### src/rtl/fractal_param_scheduler.sv
// fractal_param_scheduler
// Owns the working parameter set of the fractal generator (c, velocity, pixel
// pitch), advances it once per displayed frame and presents it on registered
// outputs that all change together in a single cycle.
module fractal_param_scheduler #(
  parameter int MUL_BITS = 16
) (
  input  logic               clk,
  input  logic               reset,
  input  logic               i_cfg_we,
  input  logic [3:0]         i_cfg_addr,
  input  logic [31:0]        i_cfg_wdata,
  input  logic [15:0]        i_width_in,
  input  logic [15:0]        i_height_in,
  input  logic               i_frame_start,
  output logic signed [31:0] o_cr_out,
  output logic signed [31:0] o_ci_out,
  output logic signed [31:0] o_dx_out,
  output logic signed [31:0] o_dy_out,
  output logic signed [31:0] o_x0_out,
  output logic signed [31:0] o_y0_out,
  output logic               o_params_valid,
  output logic               o_update,
  output logic               o_busy
);

  localparam int DATA_W = 32;
  localparam int CNT_W  = $clog2(MUL_BITS) + 1;

  typedef enum logic [2:0] {
    S_IDLE   = 3'd0,
    S_LOAD   = 3'd1,
    S_STEP   = 3'd2,
    S_MUL    = 3'd3,
    S_COMMIT = 3'd4
  } state_t;

  state_t r_state;
  state_t w_state_next;

  // Configuration registers
  logic signed [DATA_W-1:0] r_cr_init;
  logic signed [DATA_W-1:0] r_ci_init;
  logic signed [DATA_W-1:0] r_vr_init;
  logic signed [DATA_W-1:0] r_vi_init;
  logic signed [DATA_W-1:0] r_cr_min;
  logic signed [DATA_W-1:0] r_cr_max;
  logic signed [DATA_W-1:0] r_ci_min;
  logic signed [DATA_W-1:0] r_ci_max;
  logic signed [DATA_W-1:0] r_dx_init;
  logic signed [DATA_W-1:0] r_dx_min;
  logic [4:0]               r_zoom_shift;
  logic                     r_run;
  logic                     r_restart_pending;

  // Working state
  logic signed [DATA_W-1:0] r_cr;
  logic signed [DATA_W-1:0] r_ci;
  logic signed [DATA_W-1:0] r_vr;
  logic signed [DATA_W-1:0] r_vi;
  logic signed [DATA_W-1:0] r_dx;

  // Sequential multiplier
  logic [DATA_W-1:0]   r_mcand;
  logic [MUL_BITS-1:0] r_mx;
  logic [MUL_BITS-1:0] r_my;
  logic [DATA_W-1:0]   r_acc_x;
  logic [DATA_W-1:0]   r_acc_y;
  logic [CNT_W-1:0]    r_cnt;

  logic                     w_restart_wr;
  logic                     w_restart;
  logic                     w_mul_last;
  logic [2*DATA_W-1:0]      w_re_next;
  logic [2*DATA_W-1:0]      w_im_next;
  logic signed [DATA_W-1:0] w_dx_step;
  logic signed [DATA_W-1:0] w_dx_next;
  logic                     w_unused;

  // Advance a coordinate by its velocity; on leaving [lo, hi] clamp to the
  // violated bound and reverse the velocity. Returns {position, velocity}.
  function automatic logic [2*DATA_W-1:0] bounce_step(
    input logic signed [DATA_W-1:0] pos,
    input logic signed [DATA_W-1:0] vel,
    input logic signed [DATA_W-1:0] lo,
    input logic signed [DATA_W-1:0] hi
  );
    logic signed [DATA_W:0]   s;
    logic signed [DATA_W:0]   lo_x;
    logic signed [DATA_W:0]   hi_x;
    logic signed [DATA_W-1:0] neg_vel;
    s       = $signed({pos[DATA_W-1], pos}) + $signed({vel[DATA_W-1], vel});
    lo_x    = $signed({lo[DATA_W-1], lo});
    hi_x    = $signed({hi[DATA_W-1], hi});
    neg_vel = -vel;
    if (s > hi_x) begin
      bounce_step = {hi, neg_vel};
    end else if (s < lo_x) begin
      bounce_step = {lo, neg_vel};
    end else begin
      bounce_step = {s[DATA_W-1:0], vel};
    end
  endfunction

  // Geometric zoom: dx shrinks by dx/2^shift, floored at dx_min.
  function automatic logic signed [DATA_W-1:0] zoom_step(
    input logic signed [DATA_W-1:0] dx,
    input logic signed [DATA_W-1:0] dmin,
    input logic [4:0]               sh
  );
    logic signed [DATA_W-1:0] n;
    n = dx - (dx >>> sh);
    if (sh == 5'd0) begin
      zoom_step = dx;
    end else if (n < dmin) begin
      zoom_step = dmin;
    end else begin
      zoom_step = n;
    end
  endfunction

  // The LSBs of the frame size vanish in the halving.
  assign w_unused = ^{i_width_in[0], i_height_in[0]};

  // A restart written this cycle counts as pending immediately so that LOAD
  // follows on the very next cycle.
  assign w_restart_wr = i_cfg_we && (i_cfg_addr == 4'd11) && i_cfg_wdata[1];
  assign w_restart    = r_restart_pending || w_restart_wr;
  assign w_mul_last   = (r_cnt == CNT_W'(MUL_BITS - 1));

  assign w_re_next = bounce_step(r_cr, r_vr, r_cr_min, r_cr_max);
  assign w_im_next = bounce_step(r_ci, r_vi, r_ci_min, r_ci_max);
  assign w_dx_step = zoom_step(r_dx, r_dx_min, r_zoom_shift);
  assign w_dx_next = (r_state == S_LOAD) ? r_dx_init : w_dx_step;

  // Config register file, written from the PS-side register port
  always_ff @(posedge clk) begin
    if (reset) begin
      r_cr_init    <= '0;
      r_ci_init    <= '0;
      r_vr_init    <= '0;
      r_vi_init    <= '0;
      r_cr_min     <= '0;
      r_cr_max     <= '0;
      r_ci_min     <= '0;
      r_ci_max     <= '0;
      r_dx_init    <= '0;
      r_dx_min     <= '0;
      r_zoom_shift <= '0;
      r_run        <= 1'b0;
    end else if (i_cfg_we) begin
      case (i_cfg_addr)
        4'd0:    r_cr_init    <= i_cfg_wdata;
        4'd1:    r_ci_init    <= i_cfg_wdata;
        4'd2:    r_vr_init    <= i_cfg_wdata;
        4'd3:    r_vi_init    <= i_cfg_wdata;
        4'd4:    r_cr_min     <= i_cfg_wdata;
        4'd5:    r_cr_max     <= i_cfg_wdata;
        4'd6:    r_ci_min     <= i_cfg_wdata;
        4'd7:    r_ci_max     <= i_cfg_wdata;
        4'd8:    r_dx_init    <= i_cfg_wdata;
        4'd9:    r_dx_min     <= i_cfg_wdata;
        4'd10:   r_zoom_shift <= i_cfg_wdata[4:0];
        4'd11:   r_run        <= i_cfg_wdata[0];
        default: ;
      endcase
    end
  end

  // Restart request flag: a new write wins over the clear in LOAD
  always_ff @(posedge clk) begin
    if (reset) begin
      r_restart_pending <= 1'b0;
    end else if (w_restart_wr) begin
      r_restart_pending <= 1'b1;
    end else if (r_state == S_LOAD) begin
      r_restart_pending <= 1'b0;
    end
  end

  // FSM state register
  always_ff @(posedge clk) begin
    if (reset) begin
      r_state <= S_IDLE;
    end else begin
      r_state <= w_state_next;
    end
  end

  // FSM next-state logic
  always_comb begin
    w_state_next = r_state;
    case (r_state)
      S_IDLE: begin
        if (w_restart) begin
          w_state_next = S_LOAD;
        end else if (i_frame_start && r_run) begin
          w_state_next = S_STEP;
        end
      end
      S_LOAD:   w_state_next = S_MUL;
      S_STEP:   w_state_next = S_MUL;
      S_MUL:    w_state_next = w_mul_last ? S_COMMIT : S_MUL;
      S_COMMIT: w_state_next = S_IDLE;
      default:  w_state_next = S_IDLE;
    endcase
  end

  // FSM outputs
  always_comb begin
    o_busy   = (r_state != S_IDLE);
    o_update = (r_state == S_COMMIT);
  end

  // Working state: loaded from init registers or advanced one frame
  always_ff @(posedge clk) begin
    if (reset) begin
      r_cr <= '0;
      r_ci <= '0;
      r_vr <= '0;
      r_vi <= '0;
      r_dx <= '0;
    end else if (r_state == S_LOAD) begin
      r_cr <= r_cr_init;
      r_ci <= r_ci_init;
      r_vr <= r_vr_init;
      r_vi <= r_vi_init;
      r_dx <= w_dx_next;
    end else if (r_state == S_STEP) begin
      r_cr <= w_re_next[2*DATA_W-1:DATA_W];
      r_vr <= w_re_next[DATA_W-1:0];
      r_ci <= w_im_next[2*DATA_W-1:DATA_W];
      r_vi <= w_im_next[DATA_W-1:0];
      r_dx <= w_dx_next;
    end
  end

  // Shift-add multiplier: both half-extents times the new dx, low 32 bits kept
  always_ff @(posedge clk) begin
    if (reset) begin
      r_mcand <= '0;
      r_mx    <= '0;
      r_my    <= '0;
      r_acc_x <= '0;
      r_acc_y <= '0;
      r_cnt   <= '0;
    end else if ((r_state == S_LOAD) || (r_state == S_STEP)) begin
      r_mcand <= w_dx_next;
      r_mx    <= MUL_BITS'(i_width_in[15:1]);
      r_my    <= MUL_BITS'(i_height_in[15:1]);
      r_acc_x <= '0;
      r_acc_y <= '0;
      r_cnt   <= '0;
    end else if (r_state == S_MUL) begin
      r_acc_x <= r_acc_x + (r_mx[0] ? r_mcand : '0);
      r_acc_y <= r_acc_y + (r_my[0] ? r_mcand : '0);
      r_mcand <= r_mcand << 1;
      r_mx    <= r_mx >> 1;
      r_my    <= r_my >> 1;
      r_cnt   <= r_cnt + 1'b1;
    end
  end

  // Output registers: all six parameters change together at COMMIT
  always_ff @(posedge clk) begin
    if (reset) begin
      o_cr_out       <= '0;
      o_ci_out       <= '0;
      o_dx_out       <= '0;
      o_dy_out       <= '0;
      o_x0_out       <= '0;
      o_y0_out       <= '0;
      o_params_valid <= 1'b0;
    end else if (r_state == S_COMMIT) begin
      o_cr_out       <= r_cr;
      o_ci_out       <= r_ci;
      o_dx_out       <= r_dx;
      o_dy_out       <= r_dx;
      o_x0_out       <= r_acc_x;
      o_y0_out       <= r_acc_y;
      o_params_valid <= 1'b1;
    end
  end

endmodule

### config.mk
export PLATFORM = sky130hd
export DESIGN_NAME = fractal_param_scheduler
export DESIGN_NICKNAME = d
export VERILOG_FILES = /design/src/rtl/fractal_param_scheduler.sv
export SDC_FILE = /design/constraint.sdc
export NUM_CORES = 2
export LEC_CHECK = 0
export BUFFER_PORTS_ARGS = -buffer_cell sky130_fd_sc_hd__buf_4
export CAP_MARGIN = 40
export CORE_MARGIN = 2
export CORE_UTILIZATION = 56
export CTS_CLUSTER_SIZE = 28
export DETAILED_ROUTE_END_ITERATION = 16
export PLACE_DENSITY = 0.86
export SLEW_MARGIN = 10
export SYNTH_ARGS = -nofsm -noshare
export SYNTH_HDL_FRONTEND = slang
export SYNTH_SLANG_ARGS = --single-unit
### constraint.sdc
create_clock -name clk -period 7.6 [get_ports clk]
set_clock_uncertainty 0.15 [all_clocks]
set_input_delay 0.38 -clock clk [delete_from_list [all_inputs] [get_ports clk]]
set_output_delay 0.38 -clock clk [all_outputs]
set_load 0.01 [all_outputs]
==> impl_metrics.toml <==
[yosys]
ys_types = 96
syn_inst = 6019
yosys.area.top_type = "dfxtp_1"
synth_common_cells = "nand2_1 (1,389), a21oi_1 (864), dfxtp_1 (782)"
seq_area_frac_synth = 0.348
ys_warn_count = 0
synth.most_common_cell = "nand2_1"
synth-simple-area-share = 0.209
synth_edf_count = 0
synthTopCellsByArea = "dfxtp_1 (35%), nand2_1 (12%), a21oi_1 (9.6%)"
synth_compound_gate_area_share = 0.235
synth_top_family_by_area = "compound AO/OA/AOI/OAI gates"
async_flop_share = 0
syn_area_per_cell_um2 = 7.48
synth_fp_nets = 6418
synth_xor_area_frac = 0.0323
synth_mux_area_frac = 0.0260
syn_area_um2 = 45000
synthAdderAreaFrac = 0.0918
synth_flop_cell = "dfxtp_1"
synth_top_area_share = 0.348
ys_ff_latch = 782

[route]
ant_nets = 0
wire_per_inst_um = 20.6
viasPerCell = 6.21
finalWirelength_um = 149000
first_pass_iters = 6
drt_iter0_drc = 4791
drcViolationCount = 0
via_count = 44900

[clock_tree]
cts_inserted_buffers = 84
cts-root-buf = "clkbuf_16"
cts_buffer_depth = 3
cts_tree = "built"
clk_pin_slew_ns = 0.07
clock-sinks = 782
cts_max_level = 3
clock_latency_ns = 0.67
cts_setup_buffers = 0

[placement]
place.gp.congestion = 0.964
portBuffers = 264
placedCellCount = 6997
dpl.hpwl_um = 102000

[timing]
setup_violations = 0
post-route-period-util = 0.944
max_freq_mhz = 139
tns_ns = 0
slew_headroom = 0.354
post-route-min-period_ns = 7.18
rsz0062_at_grt = "no"
slew_viol_final = 0
finalHoldViolations = 0
worstMarginPinSlew_ns = 0.969

[cells_and_area]
syn2layout_area_growth_pct = 14.1
multi_input_area_um2 = 26900
fin_cells = 7225
fillers = 6696
nets = 6496
final_layout_size_suffix_gt1_frac = 0.0986
seqCellArea_um2 = 15700

[floorplan]
fp-row-count = 103
core_area_um2 = 79300
die_h_um = 287
ioPinCount = 267
die_w_um = 287
initial_core_util = 0.568
die_area_um2 = 82600

[worst_setup_path]
crit_top_cell = "nor2_1"
arrival_ns = 7.54
path_max_fanout = 56
path_cells = "ha_1 -> inv_1 -> fa_1 -> nand2b_1 -> a21oi_1 -> o31ai_1 -> a211oi_1 -> nor4_1 -> nor3_1 -> a31oi_1 -> xnor2_1 -> ha_1 -> nand4_1 -> nor4_1 -> nand4_1 -> or3_1 -> a41oi_4 -> buf_4 -> nor2_1 -> a21oi_1 -> nor2_1 -> a221oi_1 -> nor2_1"
crit_type = "reg2reg"
slowest_stage = "nor4_1"
critPathRequiredTime_ns = 7.96
cpPeakStageDelay_ns = 0.68
crit_path_end_kind = "register"
critPathLaunchType = "register"

[pwr]
ir_drop_mv = 0.481
power_density_nw_per_um2 = 376
p_leak_nw = 20.1

[global_routing]
grt_pass1_wl_um = 232000
gr-usage-all-layers = 0.350
grt_max_degree = 183
grt.overflow.total = 0
grt_pass1_vias = 42400
grt_antenna_before_repair = 11

[job]
drv_cap = 0

[run_status]
status = "completed"

[hold_path]
hold_path.class = "in2reg"
-- layer usage --
layer / global-route usage / part of all wire / up-vias
met5: 0 / 0.00040 / -
li1: - / - / 21000
met3: 0.0657 / 0.096 / 566
met1: 0.428 / 0.38 / 21000
met4: 0.221 / 0.068 / 10
met2: 0.567 / 0.46 / 2248
-- cell usage in the layout (no fill, tap or decap), types with 63 or more instances in the layout --
cell type,synthesis,final
a211oi_1,112,112
a21o_1,102,102
a21oi_1,864,863
and2_1,73,72
buf_4,32,335
clkbuf_16,0,85
dfxtp_1,782,781
dlygate4sd3_1,0,63
ha_1,322,322
inv_1,235,235
mux2i_1,65,64
nand2_1,1389,1386
nand3_1,71,70
nor2_1,415,403
o21ai_0,244,244
xnor2_1,103,103
xor2_1,63,63
-- critical path, delay by kind of cell (launching register included) --
family	cells	cell delay (ns)
AND/OR/NAND/NOR	10	2.74
AO/OA/AOI/OAI	7	1.86
adder cells (fa/ha/maj)	3	0.96
buffers and inverters	2	0.66
flip-flops	1	0.44
XOR/XNOR	1	0.21
-- kinds of logic (layout without fill, tap and decap cells) --
group           count (synthesis)  count (layout)
simple gates                 2229            2229
compound gates               1754            1754
flops                         782             782
buf+inv                       664             813
fa+ha+maj                     327             327
xor+xnor                      166             166
mux                            97              97
other cells                     0               7
-- where the power goes --
| group | internal (W) | switching (W) |
|---|---|---|
| Combinational | 0.00360 | 0.00624 |
| Clock | 0.00266 | 0.00181 |
| Sequential | 0.00447 | 0.000509 |
| Total | 0.0107 | 0.00856 |
-- layout make-up --
cell class / count / area share
Antenna cell: 7 / 0.000341
Tap cell: 1050 / 0.0256
Sequential cell: 782 / 0.305
Clock inverter: 38 / 0.0114
Inverter: 241 / 0.0178
Clock buffer: 119 / 0.0474
Timing Repair Buffer: 415 / 0.0689
Multi-Input combinational cell: 4573 / 0.524
-- final timing paths --
path / startpoint / to / slack (ns) / cells past startpoint
max: r_vr[0] / r_cr[7] / 0.42 / 23
min: i_frame_start / r_state[1] / 0.05 / 3
max reg2reg: r_vr[0] / r_cr[7] / 0.42 / 23
min reg2reg: r_vi_init[12] / r_vi_init[12] / 0.30 / 2
-- through the flow --
step	hold slack [ns]	cell area [um2]	power [W]	worst slack, ns	util
final	0.0462	51300	0.0193	0.425	0.648
after global routing	0.0518	51300	0.0204	0.0299	0.648
after CTS	0.0238	51300	0.0190	0.219	0.647
after detailed placement	0.294	47600	0.0145	0.303	0.601
after global placement	0.288	47300	0.0142	0.311	0.597
after floorplan	0.282	45000	0.0119	0.568	-
-- what timing repair did --
action | 4_1_cts | 5_1_grt
endpoints found under the setup margin | 0 | 52
hold buffers | 63 | 0
gates resized for setup | 0 | 3
hold endpoints to repair | 331 | 0
Power figures use the tool's default switching activity.
